--- src/rtl/oled_i2c_pkg.sv ---
// Shared types and constants for the OLED-side I2C responder.
// State encoding, SSD1306 control-byte bit positions and the default chip address.
package oled_i2c_pkg;

  typedef enum logic [2:0] {
    ST_IDLE,
    ST_ADDR,
    ST_ADDR_ACK,
    ST_CTRL,
    ST_CTRL_ACK,
    ST_DATA,
    ST_DATA_ACK,
    ST_IGNORE
  } state_e;

  localparam int         CO_BIT            = 7;
  localparam int         DC_BIT            = 6;
  localparam logic [6:0] DEFAULT_CHIP_ADDR = 7'h3C;
  localparam logic [3:0] LAST_BIT_IDX      = 4'd7;

  function automatic logic is_byte_state(state_e s);
    return (s == ST_ADDR) || (s == ST_CTRL) || (s == ST_DATA);
  endfunction

  function automatic logic is_ack_state(state_e s);
    return (s == ST_ADDR_ACK) || (s == ST_CTRL_ACK) || (s == ST_DATA_ACK);
  endfunction

  // Co=1 means another control byte follows; Co=0 streams payload bytes.
  function automatic state_e ack_next(state_e s, logic co);
    case (s)
      ST_ADDR_ACK: return ST_CTRL;
      ST_CTRL_ACK: return ST_DATA;
      default:     return co ? ST_CTRL : ST_DATA;
    endcase
  endfunction

endpackage

--- src/rtl/i2c_line_sync.sv ---
// Two-flop synchronizers plus history registers for SCL/SDA; emits registered
// single-cycle edge, START and STOP events with the matching sampled SDA level.
module i2c_line_sync (
  input  logic clk,
  input  logic reset,
  input  logic scl_in,
  input  logic sda_in,
  output logic scl_rise,
  output logic scl_fall,
  output logic sda_sync,
  output logic start_det,
  output logic stop_det
);

  logic scl_meta_q, scl_meta_d, scl_sync_q, scl_sync_d, scl_hist_q, scl_hist_d;
  logic sda_meta_q, sda_meta_d, sda_sync_q, sda_sync_d, sda_hist_q, sda_hist_d;
  logic rise_q, rise_d, fall_q, fall_d, start_q, start_d, stop_q, stop_d;
  logic sda_smp_q, sda_smp_d;
  logic start_now, stop_now;

  always_comb begin
    scl_meta_d = scl_in;
    scl_sync_d = scl_meta_q;
    scl_hist_d = scl_sync_q;
    sda_meta_d = sda_in;
    sda_sync_d = sda_meta_q;
    sda_hist_d = sda_sync_q;
    start_now  = scl_sync_q & scl_hist_q & ~sda_sync_q &  sda_hist_q;
    stop_now   = scl_sync_q & scl_hist_q &  sda_sync_q & ~sda_hist_q;
    // SCL edges are suppressed in a cycle that carries a START or STOP.
    rise_d     =  scl_sync_q & ~scl_hist_q & ~start_now & ~stop_now;
    fall_d     = ~scl_sync_q &  scl_hist_q & ~start_now & ~stop_now;
    start_d    = start_now;
    stop_d     = stop_now;
    sda_smp_d  = sda_sync_q;
  end

  always_ff @(posedge clk) begin
    if (reset) begin
      scl_meta_q <= 1'b1;
      scl_sync_q <= 1'b1;
      scl_hist_q <= 1'b1;
      sda_meta_q <= 1'b1;
      sda_sync_q <= 1'b1;
      sda_hist_q <= 1'b1;
      rise_q     <= 1'b0;
      fall_q     <= 1'b0;
      start_q    <= 1'b0;
      stop_q     <= 1'b0;
      sda_smp_q  <= 1'b1;
    end else begin
      scl_meta_q <= scl_meta_d;
      scl_sync_q <= scl_sync_d;
      scl_hist_q <= scl_hist_d;
      sda_meta_q <= sda_meta_d;
      sda_sync_q <= sda_sync_d;
      sda_hist_q <= sda_hist_d;
      rise_q     <= rise_d;
      fall_q     <= fall_d;
      start_q    <= start_d;
      stop_q     <= stop_d;
      sda_smp_q  <= sda_smp_d;
    end
  end

  assign scl_rise  = rise_q;
  assign scl_fall  = fall_q;
  assign sda_sync  = sda_smp_q;
  assign start_det = start_q;
  assign stop_det  = stop_q;

endmodule

--- src/rtl/oled_i2c_responder.sv ---
// I2C write-only target emulating the SSD1306 bus side: address match, ACK
// driving and control-byte (Co/DC) decoding into a per-byte valid strobe.
module oled_i2c_responder
  import oled_i2c_pkg::*;
#(
  parameter logic [6:0] OLED_CHIP_ADDR = DEFAULT_CHIP_ADDR,
  parameter int         MIN_PHASE      = 4
) (
  input  logic       clk,
  input  logic       reset,
  input  logic       scl_in,
  input  logic       sda_in,
  output logic       sda_out,
  output logic       sda_oen,
  output logic       byte_valid,
  output logic [7:0] byte_data,
  output logic       byte_is_data,
  output logic       frame_start,
  output logic       frame_end,
  output logic       frame_error,
  output logic       busy
);

  // Sync, history and edge registers give 4 clk from pad edge to SDA drive.
  if (MIN_PHASE < 4) begin : g_phase_guard
    $error("MIN_PHASE must cover the 4-cycle pad-to-drive latency");
  end

  logic scl_rise, scl_fall, sda_sync, start_det, stop_det;

  i2c_line_sync u_line_sync (
    .clk       (clk),
    .reset     (reset),
    .scl_in    (scl_in),
    .sda_in    (sda_in),
    .scl_rise  (scl_rise),
    .scl_fall  (scl_fall),
    .sda_sync  (sda_sync),
    .start_det (start_det),
    .stop_det  (stop_det)
  );

  state_e     state_q, state_d;
  logic [3:0] bit_cnt_q, bit_cnt_d;
  logic [7:0] shift_q, shift_d;
  logic       co_q, co_d, dc_q, dc_d;
  logic       sda_oen_q, sda_oen_d;
  logic       byte_valid_q, byte_valid_d;
  logic [7:0] byte_data_q, byte_data_d;
  logic       byte_is_data_q, byte_is_data_d;
  logic       frame_start_q, frame_start_d;
  logic       frame_end_q, frame_end_d;
  logic       frame_error_q, frame_error_d;

  logic [7:0] shift_nxt;
  logic       byte_done;
  logic       in_frame;
  logic       mid_byte;

  always_comb begin
    state_d        = state_q;
    bit_cnt_d      = bit_cnt_q;
    shift_d        = shift_q;
    co_d           = co_q;
    dc_d           = dc_q;
    sda_oen_d      = sda_oen_q;
    byte_valid_d   = 1'b0;
    byte_data_d    = byte_data_q;
    byte_is_data_d = byte_is_data_q;
    frame_start_d  = 1'b0;
    frame_end_d    = 1'b0;
    frame_error_d  = 1'b0;

    shift_nxt = {shift_q[6:0], sda_sync};
    byte_done = scl_rise && (bit_cnt_q == LAST_BIT_IDX);
    in_frame  = (state_q != ST_IDLE) && (state_q != ST_IGNORE);
    mid_byte  = is_byte_state(state_q) && (bit_cnt_q != 4'd0) && (bit_cnt_q <= LAST_BIT_IDX);

    if (start_det || stop_det) begin
      frame_end_d   = in_frame;
      frame_error_d = mid_byte;
      sda_oen_d     = 1'b0;
      bit_cnt_d     = 4'd0;
      state_d       = start_det ? ST_ADDR : ST_IDLE;
    end else begin
      if (is_byte_state(state_q) && scl_rise) begin
        shift_d   = shift_nxt;
        bit_cnt_d = bit_cnt_q + 4'd1;
      end

      case (state_q)
        ST_ADDR: begin
          if (byte_done) begin
            if ((shift_nxt[7:1] == OLED_CHIP_ADDR) && !shift_nxt[0]) begin
              state_d       = ST_ADDR_ACK;
              frame_start_d = 1'b1;
            end else begin
              state_d = ST_IGNORE;
            end
          end
        end
        ST_CTRL: begin
          if (byte_done) begin
            co_d    = shift_nxt[CO_BIT];
            dc_d    = shift_nxt[DC_BIT];
            state_d = ST_CTRL_ACK;
          end
        end
        ST_DATA: begin
          if (byte_done) begin
            byte_valid_d   = 1'b1;
            byte_data_d    = shift_nxt;
            byte_is_data_d = dc_q;
            state_d        = ST_DATA_ACK;
          end
        end
        default: begin
          // First SCL fall after the 8th bit opens the ACK slot, the next closes it.
          if (is_ack_state(state_q) && scl_fall) begin
            if (!sda_oen_q) begin
              sda_oen_d = 1'b1;
            end else begin
              sda_oen_d = 1'b0;
              bit_cnt_d = 4'd0;
              state_d   = ack_next(state_q, co_q);
            end
          end
        end
      endcase
    end
  end

  always_ff @(posedge clk) begin
    if (reset) begin
      state_q        <= ST_IDLE;
      bit_cnt_q      <= 4'd0;
      co_q           <= 1'b0;
      dc_q           <= 1'b0;
      sda_oen_q      <= 1'b0;
      byte_valid_q   <= 1'b0;
      byte_data_q    <= 8'h00;
      byte_is_data_q <= 1'b0;
      frame_start_q  <= 1'b0;
      frame_end_q    <= 1'b0;
      frame_error_q  <= 1'b0;
    end else begin
      state_q        <= state_d;
      bit_cnt_q      <= bit_cnt_d;
      co_q           <= co_d;
      dc_q           <= dc_d;
      sda_oen_q      <= sda_oen_d;
      byte_valid_q   <= byte_valid_d;
      byte_data_q    <= byte_data_d;
      byte_is_data_q <= byte_is_data_d;
      frame_start_q  <= frame_start_d;
      frame_end_q    <= frame_end_d;
      frame_error_q  <= frame_error_d;
    end
  end

  always_ff @(posedge clk) begin
    shift_q <= shift_d;
  end

  assign sda_out      = 1'b0;
  assign sda_oen      = sda_oen_q;
  assign byte_valid   = byte_valid_q;
  assign byte_data    = byte_data_q;
  assign byte_is_data = byte_is_data_q;
  assign frame_start  = frame_start_q;
  assign frame_end    = frame_end_q;
  assign frame_error  = frame_error_q;
  assign busy         = (state_q != ST_IDLE);

endmodule

--- config.mk ---
export PLATFORM = sky130hd
export DESIGN_NAME = oled_i2c_responder
export DESIGN_NICKNAME = d
export VERILOG_FILES = /design/src/rtl/oled_i2c_pkg.sv /design/src/rtl/i2c_line_sync.sv /design/src/rtl/oled_i2c_responder.sv
export SDC_FILE = /design/constraint.sdc
export NUM_CORES = 1
export LEC_CHECK = 0
export CAP_MARGIN = 20
export CORE_MARGIN = 5
export CORE_UTILIZATION = 40
export CTS_BUF_LIST = sky130_fd_sc_hd__clkbuf_4
export DETAILED_ROUTE_END_ITERATION = 7
export GPL_ROUTABILITY_DRIVEN = 0
export GPL_TIMING_DRIVEN = 0
export PLACE_DENSITY = 0.63
export SLEW_MARGIN = 20
export SYNTH_ARGS = -nofsm -noshare
export SYNTH_HDL_FRONTEND = slang
export SYNTH_HIERARCHICAL = 1
export SYNTH_SLANG_ARGS = --single-unit
--- constraint.sdc ---
create_clock -name clk -period 2.15 [get_ports clk]
set_input_delay 0.3225 -clock clk [delete_from_list [all_inputs] [get_ports clk]]
set_output_delay 0.3225 -clock clk [all_outputs]
set_load 0.01 [all_outputs]
==> run summary <==
Status = complete, no violations
Chip width = 72.8 um
Max-slew violations = 0
Crit-path cells = buf_2 > nor2_2 > nand2_1 > clkdlybuf4s50_1
Critical path arrival = 1.67 ns
Worst Hold Path Cells = 1
RSZ-0062 raised after global routing = no
Inst Count DP = 210
Final worst path period need = 1.99 ns
Worst path bufs/invs = 2
Worst Setup End Kind = primary output
H-tree levels = 2
Leak = 0.717 nW
Std cell rows = 22
Cell types occupying the most area after synthesis = dfxtp_1, edfxtp_1, mux2i_1, nor2_1, or2_1
Delay-heaviest family, CP = buffers and inverters
CTS tree = yes
Final std cells w/o fill = 218
Share of the yosys chip area belonging to registers = 55.2%
DR iter-0 viols = 72
Unique masters post-synth = 42
Seq cells post-synth = 40
Reg2Reg Launch Point = state_q[2]$_SDFFE_PP0P_
Syn_area_per_cell = 11.0 um2
Share of layout cells above drive strength 1 = 15.9%
Initial Util = 42.2%
RR Endpoint = shift_q[3]$_DFFE_PP_
Vias per cell = 4.95
Final antenna-violating net count = 0
Setup_tns = 0 ns
Vias post-DR = 1079
Worst vdd ir = 0.491 mV
Height of the die = 72.8 um
Reg area = 871 um2
PortBufs = 18
Net Count, Synth = 150
Share of the synthesized area in the top cell type = 41.8%
Async set-reset flop share out of synthesis = 0%
Global-route wire length before repair = 4670 um
Cell at the slowest stage of the critical path = clkdlybuf4s50_1
Post-cts sizing count = 0
Hold Crit Class = register to register
Setup violations, final = 0
Die area = 5300 um2
GR Overflow Total = 0
Power Density = 691 nW/um2
Layout net count = 175
Hold EP = u_line_sync/sda_hist_d$_SDFF_PP1_
Kind of critical path = register to primary output
Met2 wire length = 1260 um
MaxCap Viol Count = 0
CP max stage delay = 0.49 ns
Worst reg-to-reg path cell count = 4
Final Cycle Share = 92.5%
Total GRT Usage = 11.5%
Max Root-Sink Buffers = 2
Yosys warnings = 6
Clk sink count = 40
Antenna diodes = 0
Initial antenna violation count = 0
CORE AREA = 3740 um2
CP Launch Type = register
Place WS = 0.0836 ns
Worst-margin pin slew = 0.530 ns
Metal3 WL = 117 um
Reg-to-reg slack, setup = 0.35 ns
PnR worst setup slack = 0.162 ns
Design Power = 1.32 mW
Vias in the first global route = 1034
Clock latency at the later pin of the worst-skew pair = 0.35 ns
I/O Pins = 20
Post-synthesis cell area = 1580 um2
Root buffer cell = clkbuf_4
DP Wirelength = 1960 um
Post-Syn Instances = 144
Area leader, netlist = dfxtp_1
Num CTS Buffers = 5
Worst slew margin = 64.5%
Met1 WL = 1220 um
Postcts setup bufs = 0
Area Overhead vs Synth = 20.6%
Reg clk slew, reported paths = 0.13 ns
Max FO, Critical Path = 9
Clock skew = 0.0137 ns
Final Util = 50.9%
Fmax = 503 MHz
Routed len/inst = 12.2 um
EDFF count, synth = 7
CTS Hold Bufs = 0
Final wirelength = 2660 um
Hold Startpoint = u_line_sync/sda_meta_q$_SDFF_PP1_
Primary FF master, synth = dfxtp_1
Largest net degree at the start of global routing = 14
Top Metal Used = met4
Final Hold Viols = 0
DRC errors left = 0
Multi-input logic area = 637 um2
Drt first pass iters = 4
Critical Path RT = 1.83 ns
Fillers = 365
-- logic make-up after synthesis --
group	after synthesis	share of synthesized area [%]
and+or+nand+nor	57	21.6
DFF	40	55.2
AOI/OAI and AO/OA	14	6.66
buffers and inverters	14	4.83
muxes	13	8.24
xor gates and xnor gates	3	1.66
adders and majority gates	2	1.58
other	1	0.237
-- metrics by stage --
stage / area [um2] / hold WS [ns]
after floorplan: 1580 / 0.383
after global placement: 1820 / 0.387
after detailed placement: 1820 / 0.394
after CTS: 1900 / 0.423
after global routing: 1900 / 0.446
final: 1900 / 0.416
-- registers in the layout, indices dropped and copies added, names as in the netlist, 3 cells and up --
signal,flops
bit_cnt_q,4
byte_data,8
shift_q,7
state_q,3
-- where the power goes --
group / switching, mW / leakage (nW) / internal (mW)
Sequential: 0.00549 / 0.330 / 0.767
Clock: 0.242 / 0.0428 / 0.243
Combinational: 0.0311 / 0.344 / 0.0266
-- layout by cell type (no fill, tap or decap), drive strengths merged, types with 2 or more instances in the layout --
master and n:
ha 2, and4b 2, nand2 4, a21boi 2
or2 8, o21ai 2, a21oi 4, buf 5
inv 7, nor3b 3, mux2i 13, clkdlybuf4s50 18
dfxtp 33, nand3 3, nor3 2, xnor2 3
nor2 24, and3 2, clkinv 2, edfxtp 7
clkbuf 7
-- worst max path at each step --
stage	startpoint	endpoint	slack, ns	cells past startpoint
after floorplan	state_q[2]$_SDFFE_PP0P_	shift_q[0]$_DFFE_PP_	0.43	4
after global placement	state_q[2]$_SDFFE_PP0P_	shift_q[0]$_DFFE_PP_	0.13	4
after detailed placement	state_q[2]$_SDFFE_PP0P_	shift_q[4]$_DFFE_PP_	0.08	4
after CTS	state_q[1]$_SDFFE_PP0P_	shift_q[3]$_DFFE_PP_	0.06	4
after global routing	state_q[1]$_SDFFE_PP0P_	busy	0.05	4
final	state_q[1]$_SDFFE_PP0P_	busy	0.16	4
-- cell usage after synthesis, types with 2 or more instances --
master    instances
dfxtp_1          33
nor2_1           21
mux2i_1          13
edfxtp_1          7
inv_1             7
or2_1             5
a21oi_1           4
nand2_1           4
buf_2             3
nand3_1           3
nor2_2            3
or2_2             3
xnor2_1           3
and3_1            2
clkbuf_1          2
ha_1              2
nor3_1            2
nor3b_2           2
o21ai_0           2
-- per-layer routing --
metal  up-vias  GRT usage (%)
met2        20           17.8
met1       516           14.2
met3         5           3.03
met5         -              0
li1        538              -
met4         0           6.76
-- worst register-to-register path, cell delays in order, from the launching register on --
cell,delay (ns)
dfxtp_1,0.32
buf_2,0.16
a21boi_2,0.29
nand2_1,0.21
nor3_2,0.45
-- cell type report --
class / instances / share of cell area, %
clock buffer: 5 / 1.97
clock inverter: 3 / 2.23
tap: 48 / 3.15
multi-input combinational: 90 / 33.4
timing repair buffer: 18 / 9.46
buffer: 7 / 2.63
inverter: 7 / 1.38
sequential: 40 / 45.7
(Power assumes the default switching activity.)
